**config.mk**
```make
export PLATFORM = sky130hd
export DESIGN_NAME = hex_keypad_entry
export DESIGN_NICKNAME = d
export VERILOG_FILES = /design/src/rtl/hex_keypad_entry.sv
export SDC_FILE = /design/constraint.sdc
export NUM_CORES = 1
export LEC_CHECK = 0
export ABC_CLOCK_PERIOD_IN_PS = 7100
export BUFFER_PORTS_ARGS = -buffer_cell sky130_fd_sc_hd__buf_2
export CAP_MARGIN = 20
export CORE_MARGIN = 1
export CORE_UTILIZATION = 31
export DETAILED_ROUTE_END_ITERATION = 8
export GPL_ROUTABILITY_DRIVEN = 0
export PLACE_DENSITY_LB_ADDON = 0.15
export SLEW_MARGIN = 20
export SYNTH_ARGS = -nofsm -noshare
export SYNTH_HDL_FRONTEND = slang
export SYNTH_SLANG_ARGS = --single-unit
```
**constraint.sdc**
```tcl
create_clock -name clk -period 7.1 [get_ports clk]
set_input_delay 0 -clock clk [delete_from_list [all_inputs] [get_ports clk]]
set_output_delay 0 -clock clk [all_outputs]
set_load 0.01 [all_outputs]
```
**src/rtl/hex_keypad_entry.sv**
```systemverilog
// 4x4 hex keypad scanner: column scan, scan-level debounce, and a 4-digit
// shift buffer whose contents feed the 7-segment display driver directly.
module hex_keypad_entry #(
  parameter int unsigned SCAN_DIV       = 131072,
  parameter int unsigned DEBOUNCE_SCANS = 4
) (
  input  logic        clk,
  input  logic        rst,
  input  logic [3:0]  row,
  output logic [3:0]  col,
  input  logic        clear,
  output logic [15:0] digits,
  output logic [3:0]  key_code,
  output logic        key_valid,
  output logic [2:0]  digit_count
);

  localparam int unsigned DIV_W = $clog2(SCAN_DIV);
  localparam int unsigned CNT_W = $clog2(DEBOUNCE_SCANS + 1);
  localparam logic [DIV_W-1:0] DIV_LAST = DIV_W'(SCAN_DIV - 1);
  localparam logic [CNT_W-1:0] CNT_DONE = CNT_W'(DEBOUNCE_SCANS);
  localparam logic [CNT_W-1:0] CNT_ONE  = CNT_W'(1);

  typedef enum logic [1:0] {
    S_IDLE,
    S_PRESS_DB,
    S_HELD,
    S_REL_DB
  } state_t;

  logic [3:0]       r_row_meta;
  logic [3:0]       r_row_sync;
  logic [DIV_W-1:0] r_div;
  logic [1:0]       r_colidx;
  logic [15:0]      r_map;
  logic [15:0]      w_map_next;
  logic             w_sample;
  logic             w_boundary;

  logic             w_none;
  logic             w_single;
  logic [3:0]       w_idx;
  logic [3:0]       w_code;

  state_t           r_state;
  state_t           w_state_next;
  logic [3:0]       r_cand;
  logic [3:0]       w_cand_next;
  logic [CNT_W-1:0] r_cnt;
  logic [CNT_W-1:0] w_cnt_next;
  logic             w_accept;

  logic [15:0]      r_digits;
  logic [3:0]       r_key_code;
  logic             r_key_valid;
  logic [2:0]       r_digit_count;

  // Key position (row*4 + col) to hex value.
  function automatic logic [3:0] key_lut(input logic [3:0] idx);
    logic [3:0] v;
    case (idx)
      4'd0:  v = 4'h1;
      4'd1:  v = 4'h2;
      4'd2:  v = 4'h3;
      4'd3:  v = 4'hA;
      4'd4:  v = 4'h4;
      4'd5:  v = 4'h5;
      4'd6:  v = 4'h6;
      4'd7:  v = 4'hB;
      4'd8:  v = 4'h7;
      4'd9:  v = 4'h8;
      4'd10: v = 4'h9;
      4'd11: v = 4'hC;
      4'd12: v = 4'h0;
      4'd13: v = 4'hF;
      4'd14: v = 4'hE;
      default: v = 4'hD;
    endcase
    return v;
  endfunction

  assign w_sample   = (r_div == DIV_LAST);
  assign w_boundary = w_sample && (r_colidx == 2'd3);

  // Active-low one-hot column drive from the scan index.
  always_comb begin
    col           = '1;
    col[r_colidx] = 1'b0;
  end

  // Pressed map including the sample taken this cycle, so the classifier at
  // the scan boundary already sees the col3 result.
  always_comb begin
    w_map_next = r_map;
    if (w_sample) begin
      w_map_next[{2'd0, r_colidx}] = ~r_row_sync[0];
      w_map_next[{2'd1, r_colidx}] = ~r_row_sync[1];
      w_map_next[{2'd2, r_colidx}] = ~r_row_sync[2];
      w_map_next[{2'd3, r_colidx}] = ~r_row_sync[3];
    end
  end

  // Row synchroniser, column divider and per-scan pressed map.
  always_ff @(posedge clk) begin
    if (rst) begin
      r_row_meta <= '1;
      r_row_sync <= '1;
      r_div      <= '0;
      r_colidx   <= '0;
      r_map      <= '0;
    end else begin
      r_row_meta <= row;
      r_row_sync <= r_row_meta;
      if (w_sample) begin
        r_div    <= '0;
        r_colidx <= r_colidx + 2'd1;
        r_map    <= w_map_next;
      end else begin
        r_div    <= r_div + DIV_W'(1);
      end
    end
  end

  // Classify a full scan as none / single key / multiple keys.
  always_comb begin
    w_none   = (w_map_next == '0);
    w_single = !w_none && ((w_map_next & (w_map_next - 16'd1)) == '0);
    w_idx    = '0;
    for (int unsigned i = 0; i < 16; i++) begin
      if (w_map_next[i]) w_idx = 4'(i);
    end
    w_code   = key_lut(w_idx);
  end

  // Debounce FSM state register.
  always_ff @(posedge clk) begin
    if (rst) begin
      r_state <= S_IDLE;
      r_cand  <= '0;
      r_cnt   <= '0;
    end else begin
      r_state <= w_state_next;
      r_cand  <= w_cand_next;
      r_cnt   <= w_cnt_next;
    end
  end

  // Debounce FSM next state; only advances at scan boundaries.
  always_comb begin
    w_state_next = r_state;
    w_cand_next  = r_cand;
    w_cnt_next   = r_cnt;
    w_accept     = 1'b0;
    if (w_boundary) begin
      case (r_state)
        S_IDLE: begin
          if (w_single) begin
            w_cand_next = w_code;
            if (DEBOUNCE_SCANS == 1) begin
              w_accept     = 1'b1;
              w_state_next = S_HELD;
              w_cnt_next   = '0;
            end else begin
              w_state_next = S_PRESS_DB;
              w_cnt_next   = CNT_ONE;
            end
          end
        end
        S_PRESS_DB: begin
          if (w_single && (w_code == r_cand)) begin
            if ((r_cnt + CNT_ONE) == CNT_DONE) begin
              w_accept     = 1'b1;
              w_state_next = S_HELD;
              w_cnt_next   = '0;
            end else begin
              w_cnt_next   = r_cnt + CNT_ONE;
            end
          end else if (w_single) begin
            w_cand_next = w_code;
            w_cnt_next  = CNT_ONE;
          end else begin
            w_state_next = S_IDLE;
            w_cnt_next   = '0;
          end
        end
        S_HELD: begin
          if (w_none) begin
            if (DEBOUNCE_SCANS == 1) begin
              w_state_next = S_IDLE;
              w_cnt_next   = '0;
            end else begin
              w_state_next = S_REL_DB;
              w_cnt_next   = CNT_ONE;
            end
          end
        end
        S_REL_DB: begin
          if (w_none) begin
            if ((r_cnt + CNT_ONE) == CNT_DONE) begin
              w_state_next = S_IDLE;
              w_cnt_next   = '0;
            end else begin
              w_cnt_next   = r_cnt + CNT_ONE;
            end
          end else begin
            w_state_next = S_HELD;
            w_cnt_next   = '0;
          end
        end
        default: begin
          w_state_next = S_IDLE;
          w_cnt_next   = '0;
        end
      endcase
    end
  end

  // Accept pulse, last key code, digit buffer; clear wins over an accept.
  always_ff @(posedge clk) begin
    if (rst) begin
      r_digits      <= '0;
      r_key_code    <= '0;
      r_key_valid   <= 1'b0;
      r_digit_count <= '0;
    end else begin
      r_key_valid <= w_accept;
      if (w_accept) r_key_code <= w_cand_next;
      if (clear) begin
        r_digits      <= '0;
        r_digit_count <= '0;
      end else if (w_accept) begin
        r_digits <= {r_digits[11:0], w_cand_next};
        if (r_digit_count != 3'd4) r_digit_count <= r_digit_count + 3'd1;
      end
    end
  end

  assign digits      = r_digits;
  assign key_code    = r_key_code;
  assign key_valid   = r_key_valid;
  assign digit_count = r_digit_count;

endmodule

```
==> results.md, run 1 <==
Outcome:
- The run finished with clean final reports.

Cells and area:
- The leading cell type in the layout, fill and taps excluded is dfxtp_1.
- At the end of the flow the core is filled with cells to 0.3660.
- The number of nets in the finished design is roughly 540.
- Of the cells placed in the final design, the portion with a size suffix greater than 1 is 0.1622.
- The antenna cell count is 0.
- Relative to the synthesized area, the layout overhead comes to 13.43%.
- The library cells used most frequently in the layout, excluding fill and tap cells, are dfxtp_1 (76), nor2_1 (53), a21oi_1 (36).
- The finished cells cover between 4000 and 5000 um^2.

Logic synthesis:
- Of the post-synthesis cell area, the dominant cell type holds 0.3519.
- Yosys mapped a number of flops with a built-in enable equal to 0.
- The number of warnings issued by yosys is 0.
- In the synthesized netlist the dominant register cell turns out to be dfxtp_1.
- The synthesized flop and latch total is 76.
- The net count after synthesis is approximately 530.
- By area the synthesized netlist is led by dfxtp_1 (35%), nor2_1 (4.6%), ha_1 (4.3%).
- In the synthesized netlist, the number of instances is 503.
- Of the synthesized area, sequential elements account for 0.3519.
- Summing every instance area after synthesis gives between 4000 and 5000 um^2.
- The library cell with the largest summed area after synthesis is dfxtp_1.
- The synthesized netlist contains 75 unique library cells.
- The async set-reset flop share out of synthesis is 0.
- The average instance in the mapped netlist occupies ~8.6 um^2.

Hold path:
- The type of the worst min-delay path is input pin to flop.
- The worst hold path stage count is 2.
- For hold timing, the worst endpoint is r_map[5]$_SDFFE_PP0N_.
- The startpoint identified for the worst hold timing path is rst.

Power:
- The part of the power in combinational logic is 0.019.
- In this run the power density over the cells is 189.5 nW/um^2.
- The share of total power dissipated in sequential elements is 0.467.
- In this run the power spent charging and discharging nets is just under 200 uW.
- Internal power comes to 731.1 uW.
- The static leakage power is about 1.8 nW.
- Of the total power, the share spent switching nets is 0.2133.
- The share of total power dissipated in the clock network is 0.514.
- The peak supply drop is between 0.00009 and 0.0001 V.

GRT:
- Across every metal layer, demand over resource in global routing totals 0.1663.
- The number of global-route vias before repair is approximately 3.6k.
- The wire length of the first global-routing pass is ~19,000 um.
- The pin count of the biggest net entering global routing is 48.
- The number of antenna violations at the first check in global routing is 0.
- The sum of overflow across all layers after global routing is 0.

Critical path:
- The critical path data arrival time is 6290 ps.
- The launching element type of the critical path is a flop.
- The buffering stage count on the worst path with inverters included is 0.
- Along the worst path, the maximum fanout reaches 29.
- The setup path with the least slack is of type flop to flop.
- At the worst endpoint, the required time is 7330 ps.
- The signal on the critical path passes through and3_1, and3_1, nand3_1, nor2_1, and4_1, and4_1, ha_1, and2_0, a21oi_1, a211oi_1, o21ai_1, a211oi_2, nand2b_1, ha_1, a2111oi_0, a211oi_1, xnor2_1, nor2_2, nand3_2, mux2_1.
- In this run the register-to-register setup slack is a little over 1000 ps.
- The largest incremental delay on the critical path is roughly 850 ps.
- The type of element capturing the critical path is a flop.
- The origin of the critical flop-to-flop path is r_div[3]$_SDFF_PP0_.
- Grouping stages by cell kind, the critical path spends the most delay in simple AND/OR/NAND/NOR gates.
- For this design, the slowest cell found on the critical path is ha_1.
- The depth of the worst register-to-register path is 20.
- The endpoint of the most critical register-to-register path is key_code[1]$_SDFFE_PP0P_.

Routing:
- The detail route stage leaves a number of antenna-violating nets equal to 0.
- The routed design has between 10,000 and 15,000 um of wire.
- In the routed design, unresolved DRC markers number 0.
- The via count is roughly 3.8k.
- In the routed layout, each cell is associated on average with a via count of around 5.4.
- The DRC marker count from the first detailed-route iteration is 315.
- The first detailed-routing pass took 4 iterations.
- The routed wire length per instance is around 16 um.

Die:
- The die height is 120.1 um.
- The number of ports placed on the die boundary is 35.
- The initial standard-cell utilization of the core is 0.3227.
- In this run the horizontal extent of the chip is around 120 um.
- The die covers about 14,000 um^2.
- The region available for standard cell placement spans between 10,000 and 15,000 um^2.
- The number of standard-cell rows in the floorplan is 42.

Timing:
- The number of pins with negative max-slew slack in the final report came to 0.
- Setup repair after global routing left no endpoint under its margin.
- Setup total negative slack on the finished layout was measured at 0 ps.
- Headroom to the max-slew limit came out at 0.2940.
- The smallest clock period supported by the final layout is computed as about 6000 ps.
- The final critical-path share of the clock period is 0.8538.
- The final count of hold timing violations is 0.
- The count of final setup violators is 0.
- The maximum clock skew at final layout is 6.246 ps.
- The least setup slack across all paths after layout is 1038 ps.
- The transition at the pin with the smallest max-transition slack is 1059 ps.
- The maximum achievable frequency is between 150 and 200 MHz.

Clock network:
- For the worst-skew pair, the clock arrives at the later sink with an insertion delay of 350 ps.
- The H-tree depth is 3.
- TritonCTS built the clock tree.
- The number of clock buffers added by TritonCTS is 9.
- Clock tree synthesis selected as its root buffer the cell clkbuf_16.
- The count of hold-fix buffers inserted at cts is 5.
- The register clock-pin slew on the reported worst setup and hold paths is ~60 ps.
- The count of cells resized by post-cts repair is 0.
- The TritonCTS sink count is 76.
- The total setup buffers inserted after CTS is 0.
- The clock passes through at most 2 buffers.

Place:
- The cell area after placement is roughly 4500 um^2.
- The number of port buffers is 34.
- The HPWL reported at the end of detailed placement is approximately 7600 um.
- The worst-case setup slack after placement is 1093 ps.

Flow run:
- The reported max-cap violation count is 0.
## sequential cells by signal (all words and copies together) (netlist names)
name         flops
r_colidx         2
r_map           16
digits          16
key_code         4
r_div           17
key_valid        1
r_cnt            3
r_row_sync       4
r_cand           4
digit_count      3
r_state          2
r_row_meta       4
## worst reg2reg max path: cells and delay by family (launching register included)
kind | cells | cell delay, ps
xor gates and xnor gates | 1 | 190
and+or+nand+nor | 10 | 2640
AOI/OAI and AO/OA | 6 | 1270
muxes | 1 | 380
adders and majority gates | 2 | 1110
DFF | 1 | 370
## cell usage after synthesis (4+ instances only)
cell,count
nor3_1,8
and2_1,4
clkbuf_1,16
nand3_1,12
a2bb2oi_1,8
o31ai_1,20
mux2i_1,8
a211oi_1,13
buf_2,10
or2_2,10
xnor2_1,6
o21ai_0,15
and3_1,4
ha_1,15
xor2_1,13
a22oi_1,6
dfxtp_1,76
inv_1,20
a21oi_1,36
nand4_1,20
o32ai_2,4
nand2_1,31
nor2_1,53
o21ai_1,5
nand2b_1,11
buf_4,4
## final cells by class
class	count	area, um^2
clock buffer	12	256.5
inverter	21	78.83
fill	1393	8496
tap	176	220.2
sequential	76	1521
multi-input combinational	370	2537
timing repair buffer	41	235.2
clock inverter	4	55.05
## cells by family (layout without fill, tap and decap cells)
group | after synthesis | in the layout | synth area share
compound gates | 150 | 150 | 0.2682
xor+xnor | 20 | 20 | 0.04225
fa+ha+maj | 15 | 15 | 0.04340
buf+inv | 57 | 78 | 0.06134
flops | 76 | 76 | 0.3519
mux | 9 | 9 | 0.02112
simple gates | 176 | 176 | 0.2118
## per-layer routing
layer / global-route usage / up-vias / share of wire / wire (um)
met4: 0.08984 / 0 / 0.025 / 277
met2: 0.2435 / 77 / 0.43 / 4719
met3: 0.03042 / 17 / 0.042 / 469
li1: - / 1871 / - / -
met1: 0.2291 / 1800 / 0.51 / 5598
met5: 0 / - / 0 / 0
## per-stage QoR
step / power [mW] / hold WS (ps) / std cells
after floorplan: 0.4539 / 103.8 / 503
after global placement: 0.4586 / 188.1 / 679
after detailed placement: 0.4593 / 187.0 / 679
after CTS: 0.9456 / 274.7 / 700
after global routing: 0.9697 / 305.0 / 700
final: 0.9293 / 272.1 / 700
## worst max-delay path by stage
| stage | start | endpoint | slack [ps] | depth (start not counted) |
|---|---|---|---|---|
| 3_5_place_dp | r_div[3]$_SDFF_PP0_ | key_code[1]$_SDFFE_PP0P_ | 1090 | 19 |
| 2_1_floorplan | r_div[3]$_SDFF_PP0_ | digit_count[2]$_SDFFE_PP0P_ | 2520 | 22 |
| 5_1_grt | r_div[3]$_SDFF_PP0_ | key_code[1]$_SDFFE_PP0P_ | 420 | 19 |
| 6_report | r_div[3]$_SDFF_PP0_ | key_code[1]$_SDFFE_PP0P_ | 1040 | 20 |
| 3_3_place_gp | r_div[3]$_SDFF_PP0_ | key_code[1]$_SDFFE_PP0P_ | 1260 | 20 |
| 4_1_cts | r_div[3]$_SDFF_PP0_ | key_code[1]$_SDFFE_PP0P_ | 1070 | 19 |
## power groups by stage
stage               clock network (mW)  registers, mW  logic (mW)
detailed placement                   0          0.443      0.0161
global placement                     0          0.443      0.0155
global route                     0.516          0.434      0.0198
CTS                              0.494          0.434      0.0182
finish                           0.478          0.434      0.0178
floorplan                            0          0.441      0.0133
Note: power is estimated with default switching activity, not from simulation.
==> run 2: changes to the inputs <==
--- a/config.mk
+++ b/config.mk
@@ -5,9 +5,10 @@
 export SDC_FILE = /design/constraint.sdc
 export NUM_CORES = 1
 export LEC_CHECK = 0
-export ABC_CLOCK_PERIOD_IN_PS = 7100
+export ABC_CLOCK_PERIOD_IN_PS = 7400
 export BUFFER_PORTS_ARGS = -buffer_cell sky130_fd_sc_hd__buf_2
 export CAP_MARGIN = 20
+export CORE_ASPECT_RATIO = 1.5
 export CORE_MARGIN = 1
 export CORE_UTILIZATION = 31
 export DETAILED_ROUTE_END_ITERATION = 8
==> constraint.sdc (replaced) <==
create_clock -name clk -period 7.4 [get_ports clk]
set_input_delay 0 -clock clk [delete_from_list [all_inputs] [get_ports clk]]
set_output_delay 0 -clock clk [all_outputs]
set_load 0.01 [all_outputs]
==> results.md, run 2 (synthesis results as in run 1) <==
Power:
- The static leakage power is between 1.5 and 2 nW.
- Across the VDD grid, the largest voltage drop is between 0.0001 and 0.00015 V.
- Dividing total power by cell area gives a power density of ~180 nW/um^2.

Cells and area:
- The final layout contains ~540 nets.
- The antenna cell count is 0.
- The register name with the most flops is r_div.
- After filler insertion, the fill cell instance count of the layout stands at about 1.5k.
- Relative to the synthesized area, the layout overhead comes to 13.51%.
- The sequential cells in the finished layout cover a total of ~1500 um^2.
- The register with the most flip-flops in the layout has 17 of them.
- The multi-input combinational cell area is ~2500 um^2.
- The post-layout instance area is about 5000 um^2.
- The leading cell type in the layout, fill and taps excluded is dfxtp_1.
- The share of final-layout standard cells stronger than drive strength 1 is 0.1657.
- The core utilization of the finished layout is 0.3627.
- The top cell types in the final layout, fill and taps aside, are dfxtp_1 (76), nor2_1 (53), a21oi_1 (36).

Routing:
- In the routed design, unresolved DRC markers number 0.
- The routed layout has between 3k and 4k vias.
- The routed wire length per instance is ~17 um.
- The detail route stage leaves a number of antenna-violating nets equal to 0.
- The final wirelength is approximately 11,000 um.
- The number of vias per cell is about 5.5.
- The number of detailed-route iterations in the first pass is 4.
- In this run, the number of DRC markers left after iteration 0 of detailed routing was between 100 and 150.

Timing:
- In the final timing run, aggregate negative setup slack is 0 ps.
- Dividing the final minimum period by the clock period gives 0.8265.
- In this run the tightest slew margin relative to its limit is 0.3238.
- Setup violations remaining at the end of the flow were counted as 0.
- For the final database, setup skew stands at roughly 8 ps.
- The final count of hold timing violations is 0.
- The final critical path time including I/O delays and setup is 6116 ps.
- The maximum achievable frequency is ~160 MHz.
- The transition at the pin with the smallest max-transition slack is a little over 1000 ps.
- Setup repair after global routing left no endpoint under its margin.
- The number of pins with negative max-slew slack in the final report is 0.

Critical path:
- The total number of cells along the worst setup path is 19.
- The slowest library cell on the worst path is ha_1.
- For the worst flop-to-flop path, the logic depth is 19.
- The last element of the critical path is key_code[1]$_SDFFE_PP0P_.
- At the worst endpoint, the arrival time is about 6300 ps.
- In this design, the stage delay of the slowest critical-path cell is between 800 and 900 ps.
- The startpoint of the worst setup timing path is r_div[3]$_SDFF_PP0_.
- The startpoint identified for the worst register-to-register timing path is r_div[3]$_SDFF_PP0_.
- Along the worst path, the maximum fanout reaches 29.
- The worst setup path is launched from a flop.
- Data on the critical path is required at its endpoint by 7620 ps.
- In this run the register-to-register setup slack is around 1300 ps.
- The critical path goes through and3_1, and3_1, nand3_1, nor2_1, and4_1, and4_1, ha_1, nand2_1, a32o_1, nor3_1, a211oi_2, nand2b_1, ha_1, a2111oi_0, a211oi_1, xnor2_1, nor2_2, nand3_2, mux2_1.
- The endpoint of the most critical register-to-register path is key_code[1]$_SDFFE_PP0P_.
- The buffering stage count on the worst path with inverters included is 0.
- The worst setup path is of the flop to flop kind.
- Among cell families on the critical path, the largest total delay comes from simple AND/OR/NAND/NOR gates.
- The worst setup path is captured at a flop.

Hold path:
- The min-delay analysis places its worst path in the category input pin to flop.
- In this run the most critical hold path is launched from rst.

Flow run:
- Across the run, the number of max-cap violations was 0.

Clock network:
- The clock tree from TritonCTS is done.
- The buffer cell driving the clock tree root is clkbuf_16.
- For this design, the sink count on the clock tree is 76.
- Counting along the longest clock path gives a buffer depth of 2.
- The register clock-pin slew on the reported worst setup and hold paths is ~60 ps.
- The total setup buffers inserted after CTS is 0.
- The clock reaches the later pin of the worst-skew pair after ~330 ps.
- Counting the buffers created by CTS gives 9.
- In this run the number of H-tree levels came out at 3.

Die:
- The die covers approximately 14,000 um^2.
- The die is roughly 150 um tall.
- 35 I/O pins were placed.
- The core region is ~14,000 um^2.
- The number of standard-cell rows in the floorplan is 52.
- For this configuration, the core starts out at a cell density of 0.3195.
- The horizontal die dimension is slightly below 100 um.

GRT:
- The first global-routing pass estimated 19,220 um of wire.
- The number of global-route vias before repair is just under 4k.
- The number of antenna violations at the first check in global routing is 0.
- The global-route total usage across every layer is 0.1662.
- The pin count of the biggest net entering global routing is 48.
- The sum of overflow across all layers after global routing is 0.

Place:
- Detailed placement ended at an HPWL of around 8000 um.
- During placement, the flow inserted port buffers numbering 34.
- Summing all placed instances gives a cell area of about 4500 um^2.

Outcome:
- The run finished with clean final reports.
==> run 2: cell types whose count changed in the layout (fill, tap and decap cells not counted), sizes merged <==
cell | before | now
buf | 36 | 37
clkinv | 0 | 1
inv | 23 | 22
==> run 2: cell type report <==
type	count	area share
Tap cell	162	0.04129
Sequential cell	76	0.3100
Clock inverter	4	0.01122
Timing Repair Buffer	42	0.05022
Multi-Input combinational cell	370	0.5170
Clock buffer	12	0.05430
Inverter	21	0.01606
==> run 2: report_power, final <==
group	internal [mW]	switching (mW)	leakage [nW]
combinational	0.00720	0.00974	1.01
clock	0.291	0.176	0.155
sequential	0.413	0.00353	0.614
==> run 2: what timing repair did <==
action                                  in CTS  in global routing
endpoints found under the setup margin       0                  0
resized for setup                            0                  0
endpoints found under the hold margin        6                  0
hold buffers                                 5                  0
==> run 2: how the worst min path moves through the flow <==
stage,end,slack [ps],cells after the start
floorplan,r_row_meta[0]$_SDFF_PP1_,100,1
detailed placement,r_row_meta[3]$_SDFF_PP1_,190,2
finish,r_map[10]$_SDFFE_PP0N_,210,3
CTS,r_map[10]$_SDFFE_PP0N_,220,3
global placement,r_row_meta[3]$_SDFF_PP1_,180,2
global route,r_map[5]$_SDFFE_PP0N_,250,3
==> run 2: worst register-to-register path, cell delays in order (launching register included) <==
cell and delay [ps]:
dfxtp_1 380, and3_1 210, and3_1 220, nand3_1 90
nor2_1 200, and4_1 260, and4_1 200, ha_1 820
nand2_1 480, a32o_1 340, nor3_1 190, a211oi_2 120
nand2b_1 200, ha_1 320, a2111oi_0 380, a211oi_1 160
xnor2_1 200, nor2_2 650, nand3_2 230, mux2_1 370
==> run 2: per-stage QoR <==
stage / power, mW / std cells / hold WS (ps) / worst slack, ps
floorplan: 0.4355 / 503 / 103.8 / 2817
global placement: 0.4402 / 665 / 183.1 / 1394
CTS: 0.9148 / 686 / 221.3 / 1197
finish: 0.8997 / 687 / 210.6 / 1284
global route: 0.9339 / 687 / 249.9 / 661.6
detailed placement: 0.4405 / 665 / 185.2 / 1227
==> run 2: layer usage <==
layer,vias up,part of all wire,track usage
li1,1866,-,-
met2,74,0.53,0.3039
met3,17,0.032,0.02776
met1,1850,0.42,0.1820
met5,-,0,0
met4,0,0.023,0.08582
